**config.mk**
```make
export PLATFORM = sky130hd
export DESIGN_NAME = imem_port_arbiter_flat
export DESIGN_NICKNAME = d
export VERILOG_FILES = /design/src/rtl/imem_port_arbiter_if.sv /design/src/rtl/imem_port_arbiter.sv /design/src/flat_wrapper.sv
export SDC_FILE = /design/constraint.sdc
export NUM_CORES = 1
export LEC_CHECK = 0
export ABC_AREA = 1
export CAP_MARGIN = 20
export CORE_AREA = 2 2 97 99
export CTS_CLUSTER_DIAMETER = 40
export DETAILED_ROUTE_END_ITERATION = 10
export DIE_AREA = 0 0 99 101
export PLACE_DENSITY_LB_ADDON = 0.3
export SYNTH_ARGS = -nofsm -noshare
export SYNTH_HDL_FRONTEND = slang
export SYNTH_SLANG_ARGS = --single-unit
```
**constraint.sdc**
```tcl
create_clock -name clk -period 1.3 [get_ports clk]
set_input_delay 0.13 -clock clk [delete_from_list [all_inputs] [get_ports clk]]
set_output_delay 0.13 -clock clk [all_outputs]
set_load 0.02 [all_outputs]
```
**src/rtl/imem_port_arbiter_if.sv**
```systemverilog
// ============================================================================
// Module      : imem_port_arbiter_if
// Description : Fetch, LSU and memory-side signal bundle for imem_port_arbiter.
// Revision    : 1.0 - initial release
// ============================================================================
`default_nettype none

interface imem_port_arbiter_if #(
    parameter int ADDR_W = 9
);
    // Fetch port
    logic              if_req;
    logic [31:0]       if_addr;
    logic              if_flush;
    logic              if_gnt;
    logic              if_rvalid;
    logic [31:0]       if_rdata;

    // Load/store port
    logic              ls_req;
    logic              ls_we;
    logic [3:0]        ls_be;
    logic [31:0]       ls_addr;
    logic [31:0]       ls_wdata;
    logic              ls_gnt;
    logic              ls_rvalid;
    logic [31:0]       ls_rdata;

    // Memory port
    logic              mem_en;
    logic [3:0]        mem_we;
    logic [ADDR_W-1:0] mem_addr;
    logic [31:0]       mem_wdata;
    logic [31:0]       mem_rdata;

    // Requesters and the memory model together form the environment side
    modport master (
        output if_req, if_addr, if_flush,
        output ls_req, ls_we, ls_be, ls_addr, ls_wdata,
        output mem_rdata,
        input  if_gnt, if_rvalid, if_rdata,
        input  ls_gnt, ls_rvalid, ls_rdata,
        input  mem_en, mem_we, mem_addr, mem_wdata
    );

    modport slave (
        input  if_req, if_addr, if_flush,
        input  ls_req, ls_we, ls_be, ls_addr, ls_wdata,
        input  mem_rdata,
        output if_gnt, if_rvalid, if_rdata,
        output ls_gnt, ls_rvalid, ls_rdata,
        output mem_en, mem_we, mem_addr, mem_wdata
    );
endinterface

`default_nettype wire

```
**src/rtl/imem_port_arbiter.sv**
```systemverilog
// ============================================================================
// Module      : imem_port_arbiter
// Description : Shares one single-port synchronous memory between fetch and
//               LSU with bounded LSU priority and 1-cycle read-data routing.
// Revision    : 1.0 - initial release
// ============================================================================
`default_nettype none

module imem_port_arbiter #(
    parameter int ADDR_W        = 9,
    parameter int MAX_LS_STREAK = 3
) (
    input  wire logic           clk,
    input  wire logic           reset,
    imem_port_arbiter_if.slave  bus
);

    localparam int c_STREAK_W = ($clog2(MAX_LS_STREAK + 1) < 1) ? 1 : $clog2(MAX_LS_STREAK + 1);
    localparam logic [c_STREAK_W-1:0] c_STREAK_MAX = c_STREAK_W'(MAX_LS_STREAK);

    localparam logic [1:0] c_OWN_NONE = 2'd0;
    localparam logic [1:0] c_OWN_IF   = 2'd1;
    localparam logic [1:0] c_OWN_LS   = 2'd2;

    logic [c_STREAK_W-1:0] r_streak;
    logic [1:0]            r_owner;
    logic [1:0]            w_owner_nxt;

    logic w_if_elig;
    logic w_streak_max;
    logic w_if_gnt;
    logic w_ls_gnt;
    logic w_ls_rd_gnt;

    // ------------------------------------------------------------------
    // Grant decision
    // ------------------------------------------------------------------
    assign w_if_elig    = bus.if_req & ~bus.if_flush;
    assign w_streak_max = (r_streak == c_STREAK_MAX);

    // LSU wins contention until the streak limit, then fetch gets one slot
    assign w_ls_gnt    = ~reset & bus.ls_req & ~(w_if_elig & w_streak_max);
    assign w_if_gnt    = ~reset & w_if_elig & ~w_ls_gnt;
    assign w_ls_rd_gnt = w_ls_gnt & ~bus.ls_we;

    assign bus.if_gnt = w_if_gnt;
    assign bus.ls_gnt = w_ls_gnt;

    // ------------------------------------------------------------------
    // Memory drive
    // ------------------------------------------------------------------
    assign bus.mem_en    = w_if_gnt | w_ls_gnt;
    assign bus.mem_addr  = w_ls_gnt ? bus.ls_addr[ADDR_W+1:2] : bus.if_addr[ADDR_W+1:2];
    assign bus.mem_we    = (w_ls_gnt & bus.ls_we) ? bus.ls_be : 4'b0000;
    assign bus.mem_wdata = bus.ls_wdata;

    // Byte-offset and upper address bits never reach the word-addressed memory
    logic w_unused;
    assign w_unused = ^{bus.if_addr[31:ADDR_W+2], bus.if_addr[1:0],
                        bus.ls_addr[31:ADDR_W+2], bus.ls_addr[1:0]};

    // ------------------------------------------------------------------
    // LSU streak counter
    // ------------------------------------------------------------------
    always_ff @(posedge clk) begin
        if (reset) begin
            r_streak <= '0;
        end else if (w_if_gnt || !w_if_elig) begin
            r_streak <= '0;
        end else if (w_ls_gnt && !w_streak_max) begin
            r_streak <= r_streak + 1'b1;
        end
    end

    // ------------------------------------------------------------------
    // Response owner: state register / next-state / outputs
    // ------------------------------------------------------------------
    always_ff @(posedge clk) begin
        if (reset) begin
            r_owner <= c_OWN_NONE;
        end else begin
            r_owner <= w_owner_nxt;
        end
    end

    always_comb begin
        w_owner_nxt = c_OWN_NONE;
        if (w_if_gnt) begin
            w_owner_nxt = c_OWN_IF;
        end else if (w_ls_rd_gnt) begin
            w_owner_nxt = c_OWN_LS;
        end
    end

    // A flush in the response cycle drops the stale fetch data only
    always_comb begin
        bus.if_rvalid = 1'b0;
        bus.ls_rvalid = 1'b0;
        if (!reset) begin
            bus.if_rvalid = (r_owner == c_OWN_IF) & ~bus.if_flush;
            bus.ls_rvalid = (r_owner == c_OWN_LS);
        end
    end

    assign bus.if_rdata = bus.mem_rdata;
    assign bus.ls_rdata = bus.mem_rdata;

    a_one_grant : assert property (@(posedge clk) !(w_if_gnt && w_ls_gnt));

endmodule

`default_nettype wire

```
**src/flat_wrapper.sv**
```systemverilog
// flat-port wrapper written by rule: the top's interface ports become plain ports
module imem_port_arbiter_flat 
#(
    parameter int ADDR_W        = 9,
    parameter int MAX_LS_STREAK = 3
)
  (clk, reset, bus_if_req, bus_if_addr, bus_if_flush, bus_ls_req, bus_ls_we, bus_ls_be, bus_ls_addr, bus_ls_wdata, bus_mem_rdata, bus_if_gnt, bus_if_rvalid, bus_if_rdata, bus_ls_gnt, bus_ls_rvalid, bus_ls_rdata, bus_mem_en, bus_mem_we, bus_mem_addr, bus_mem_wdata);
  imem_port_arbiter_if #(.ADDR_W(ADDR_W)) bus_i ();
  input  wire logic clk;
  input  wire logic reset;
  input wire logic [$bits(bus_i.if_req)-1:0] bus_if_req;
  input wire logic [$bits(bus_i.if_addr)-1:0] bus_if_addr;
  input wire logic [$bits(bus_i.if_flush)-1:0] bus_if_flush;
  input wire logic [$bits(bus_i.ls_req)-1:0] bus_ls_req;
  input wire logic [$bits(bus_i.ls_we)-1:0] bus_ls_we;
  input wire logic [$bits(bus_i.ls_be)-1:0] bus_ls_be;
  input wire logic [$bits(bus_i.ls_addr)-1:0] bus_ls_addr;
  input wire logic [$bits(bus_i.ls_wdata)-1:0] bus_ls_wdata;
  input wire logic [$bits(bus_i.mem_rdata)-1:0] bus_mem_rdata;
  output wire logic [$bits(bus_i.if_gnt)-1:0] bus_if_gnt;
  output wire logic [$bits(bus_i.if_rvalid)-1:0] bus_if_rvalid;
  output wire logic [$bits(bus_i.if_rdata)-1:0] bus_if_rdata;
  output wire logic [$bits(bus_i.ls_gnt)-1:0] bus_ls_gnt;
  output wire logic [$bits(bus_i.ls_rvalid)-1:0] bus_ls_rvalid;
  output wire logic [$bits(bus_i.ls_rdata)-1:0] bus_ls_rdata;
  output wire logic [$bits(bus_i.mem_en)-1:0] bus_mem_en;
  output wire logic [$bits(bus_i.mem_we)-1:0] bus_mem_we;
  output wire logic [$bits(bus_i.mem_addr)-1:0] bus_mem_addr;
  output wire logic [$bits(bus_i.mem_wdata)-1:0] bus_mem_wdata;
  assign bus_i.if_req = bus_if_req;
  assign bus_i.if_addr = bus_if_addr;
  assign bus_i.if_flush = bus_if_flush;
  assign bus_i.ls_req = bus_ls_req;
  assign bus_i.ls_we = bus_ls_we;
  assign bus_i.ls_be = bus_ls_be;
  assign bus_i.ls_addr = bus_ls_addr;
  assign bus_i.ls_wdata = bus_ls_wdata;
  assign bus_i.mem_rdata = bus_mem_rdata;
  assign bus_if_gnt = bus_i.if_gnt;
  assign bus_if_rvalid = bus_i.if_rvalid;
  assign bus_if_rdata = bus_i.if_rdata;
  assign bus_ls_gnt = bus_i.ls_gnt;
  assign bus_ls_rvalid = bus_i.ls_rvalid;
  assign bus_ls_rdata = bus_i.ls_rdata;
  assign bus_mem_en = bus_i.mem_en;
  assign bus_mem_we = bus_i.mem_we;
  assign bus_mem_addr = bus_i.mem_addr;
  assign bus_mem_wdata = bus_i.mem_wdata;
  imem_port_arbiter #(.ADDR_W(ADDR_W), .MAX_LS_STREAK(MAX_LS_STREAK)) u_core (.clk(clk), .reset(reset), .bus(bus_i));
endmodule
```
# Word level (Yosys, flattened, before mapping)
# Cells that the tools add are included.
# totals
ram_bits,0
elab_cells,34
out_inout_bits,114
regBits,4
latchBits,0
romBits,0
memories,0
in_bits,138
# op_classes
n_mul,0
n_addsub,1
n_shift,0
eq_ne,3
reduce_logical,6
n_lt_le_gt_ge,0
div_mod_pow,0
n_mux,6
bitwise,15
# op_table
op,n
AND 1 bit,9
2-to-1 mux 9 bit,1
inverter 1 bit,5
"== test 2 bit, second input constant",2
2-to-1 mux 4 bit,1
OR reduction 2 bit,2
2-to-1 mux 1 bit,3
"adder 2 x 1 -> 2 bit, second input constant",1
"== test 2 x 1 -> 1 bit, second input constant",1
zero test 1 bit,2
2-to-1 mux 2 bit,1
logical AND 1 bit,1
logical OR 1 bit,1
bitwise OR 1 bit,1

# Logic depth before layout (Yosys ltp)
# logic_depth
ltp_word,9
mapped_depth,6
depth_no_buf,5

# Worst setup path before layout
# No wires, ideal clock.
# synth_timing
path_kind,register to output
from,register u_core.r_streak[0]
to,output bus_mem_we[0]
slack_ns,0.062
stages_incl_launch_ff,6
required_ns,1.170
path_buffers,1
t_arrival_ns,1.108
cell_sequence,dfxtp_1 -> ha_1 -> nand3_1 -> buf_6 -> nand3_4 -> nor2_1
# synth_via
elab_chain_len,6
# synth_lines
item,line,rtl
"start, declared",imem_port_arbiter.sv:25,logic [c_STREAK_W-1:0] r_streak;
"start signal, assigned",imem_port_arbiter.sv:71,r_streak <= r_streak + 1'b1;
== test 2 bit,imem_port_arbiter.sv:39,assign w_streak_max = (r_streak == c_STREAK_MAX);
AND 1 bit,imem_port_arbiter.sv:42,assign w_ls_gnt = ~reset & bus.ls_req & ~(w_if_elig & w_streak_max);
inverter 1 bit,imem_port_arbiter.sv:42,
AND 1 bit,imem_port_arbiter.sv:42,
AND 1 bit,imem_port_arbiter.sv:54,assign bus.mem_we = (w_ls_gnt & bus.ls_we) ? bus.ls_be : 4'b0000;
2-to-1 mux 4 bit,imem_port_arbiter.sv:54,
"end, declared",flat_wrapper.sv:27,output wire logic [$bits(bus_i.mem_we)-1:0] bus_mem_we;
# No other way between the ends.

# Worst setup path after layout
# layout_timing
from,register u_core.r_streak[0]
to,output bus_mem_we[1]
# The elaborated chain is that of the path after synthesis.

==> metrics.md <==
| Metric | Value |
|---|---|
| Die outline area | `10000 µm²` |
| Detailed Place HPWL | `1880 µm` |
| Register bit total from synthesis | `4` |
| IO buf count | `45` |
| Slew HR | `86.8%` |
| Placer Congestion | `0.691` |
| H-tree Lvls | `1` |
| WHS Path Cells | `0` |
| Iteration-0 DRC count of the detailed router | `7` |
| Top Family by Delay on Critical Path | `flip-flops` |
| Area growth syn-to-layout | `19.3%` |
| Initial antenna violation count | `0` |
| Critical path's largest stage delay | `320 ps` |
| Worst path arrival time | `1270 ps` |
| Final worst slack | `-96.0 ps` |
| Worst-path maximum fanout | `6` |
| FF-to-FF End | `u_core.r_streak[1]$_SDFFE_PP0P_` |
| HP Class | `in2out` |
| Effective utilization at floorplan | `12.3%` |
| EDFF count, synth | `0` |
| Final period utilization | `107%` |
| Power per cell area | `556 nW/µm²` |
| Synth area leader | `buf_4` |
| Hold endpoint | `bus_mem_wdata[16]` |
| Synth unique cells | `12` |
| Fmax | `0.716 GHz` |
| Failing checks | `setup timing` |
| Largest net degree at the start of global routing | `7` |
| Total power | `0.000732 W` |
| Mapped Cells | `163` |
| Final nets | `275` |
| Worst vdd ir | `355 µV` |
| Synth warn | `0` |
| Synth area leaders | `buf_4 65%, nand2_1 8.2%, dfxtp_1 7.2%` |
| Asr flop ratio synth | `0%` |
| Vias per cell | `3.04` |
| Max_cap viols | `0` |
| Register area share after synthesis | `7.25%` |
| R2R depth | `9` |
| Reg2reg setup slack | `20 ps` |
| Gr ovfl total | `0` |
| CP Cell Sequence | `ha_4, nand3_4, buf_6, nand3_4, nor2_1, buf_4` |
| Finish-stage setup viols | `15` |
| Die Wd | `99 µm` |
| Leak | `0.598 nW` |
| Hold-fix buffers at CTS | `0` |
| Min-delay src | `bus_ls_wdata[16]` |
| Wirelength per Cell | `10.2 µm` |
| Critical Path Start Type | `register` |
| Post-Syn Area per Cell | `6.78 µm²` |
| Die Span Y | `101 µm` |
| Yosys top cell area share | `65.2%` |
| Setup TNS | `-1160 ps` |
| Placed Instances | `233` |
| Critical path buffers and inverters | `2` |
| Skew final | `4.21 ps` |
| Unrepaired setup endpoints after global routing | `yes` |
| Reg2reg start | `u_core.r_streak[0]$_SDFFE_PP0P_` |
| Critical path launch point | `u_core.r_streak[0]$_SDFFE_PP0P_` |
| # diodes | `0` |
| Synth cell count leaders | `96 x buf_4, 24 x nand2_1, 10 x inv_1, 10 x nand3_1, 10 x nor2_1` |
| Global-route wire length before repair | `3690 µm` |
| Worst EP required | `1170 ps` |
| # DRC | `0` |
| Worst-margin pin slew | `198 ps` |
| Post-route insts no fill | `245` |
| Crit path capture type | `output pin` |
| CTS tree | `built` |
| Endpoints failing hold | `0` |
| Most used flip-flop cell after synthesis | `dfxtp_1` |
| CP Class | `reg2out` |
| CTS Buf Count | `3` |
| GRT Overall Usage | `4.66%` |
| Crit-path slowest cell | `dfxtp_2` |
| Clk slew on worst S/H paths | `30 ps` |
| Syn Nets | `302` |
| # clock sinks | `4` |
| Slew Viols, Final | `0` |
| Top Ports | `252` |
| Most common cell in the netlist | `buf_4` |
| Via count | `745` |
| Clock tree buffer depth | `2` |
| Post-DRT Antenna Nets | `0` |
| CORE AREA | `8980 µm²` |
| Crit path time final | `1400 ps` |
| Root buffer cell | `clkbuf_8` |
| Synthesized area | `1100 µm²` |
| Final WL | `2490 µm` |
| Vias in the first global route | `785` |
| Share of cells above drive strength 1 | `57.5%` |
| Status | `complete, but fails checks` |
| Worst-Skew Late Latency | `210 ps` |
| Drt first pass iters | `2` |
| Core Rows | `35` |
| Cell mode on critical path | `nand3_4` |
logic make-up after synthesis:
group                    share of synthesized area (%)
flip-flops                                        7.25
AND/OR/NAND/NOR                                   19.9
buffers and inverters                             71.7
adder cells (fa/ha/maj)                           1.13
worst max path at each step:
stage	cells after the start	to	slack, ps
2_1_floorplan	5	bus_mem_we[0]	60
3_3_place_gp	7	bus_mem_we[1]	-630
3_5_place_dp	7	bus_mem_we[1]	-650
4_1_cts	7	bus_mem_addr[2]	-110
5_1_grt	7	bus_mem_addr[8]	-170
6_report	6	bus_mem_we[1]	-100
sequential cells by signal, indices dropped and copies added (netlist names):
register / cells
u_core.r_streak: 2
u_core.r_owner: 2
report_power, final:
group          switching, W  internal (W)  total (W)  leakage (nW)
sequential       0.00000206      0.000127   0.000129        0.0336
clock             0.0000561      0.000197   0.000253        0.0216
combinational      0.000151      0.000200   0.000350         0.543
per-layer routing:
layer	GRT usage [%]	up-vias	share of wire, %
met4	2.85	0	4.1
li1	-	338	-
met2	7.59	48	50
met3	2.57	19	13
met1	4.68	340	33
met5	0	-	0
stage by stage:
step | cell area (µm²) | hold WS (ps) | worst slack (ps) | util [%]
3_5_place_dp | 1050 | 260 | -654 | 11.7
4_1_cts | 1260 | 260 | -107 | 14.0
5_1_grt | 1320 | 260 | -171 | 14.7
2_1_floorplan | 1100 | 202 | 62.1 | -
3_3_place_gp | 1050 | 260 | -633 | 11.7
6_report | 1320 | 260 | -96.0 | 14.7
area by class of cell:
class / count / area [µm²]
well taps: 111 / 139
flip-flops and latches: 4 / 82.6
multi-input cells: 50 / 368
clock buffers: 3 / 41.3
inverters: 10 / 40.0
repair buffers: 67 / 647
fillers: 1031 / 7660
timing repair:
item,4_1_cts,5_1_grt
setup buffers,8,1
gates cloned,1,0
setup endpoints to repair,18,14
endpoints found under the hold margin,0,0
pin swaps,12,7
gates resized for setup,139,14
layout by cell type (no fill, tap or decap), types with 3 or more instances in the layout:
cell,instances
nand3_1,9
dlygate4sd2_1,4
nor2_1,6
nor2_4,3
nor2_2,3
buf_4,20
buf_2,3
nand2_1,4
inv_1,7
clkbuf_8,3
nand2_4,7
buf_6,15
clkdlybuf4s50_1,23
nand2_2,13
worst reg2reg max path, delay by kind of cell (launching register included):
family | cells | cell delay, ps
flops | 1 | 320
fa+ha+maj | 1 | 170
buf+inv | 5 | 540
simple gates | 3 | 180
(Power assumes the default switching activity.)
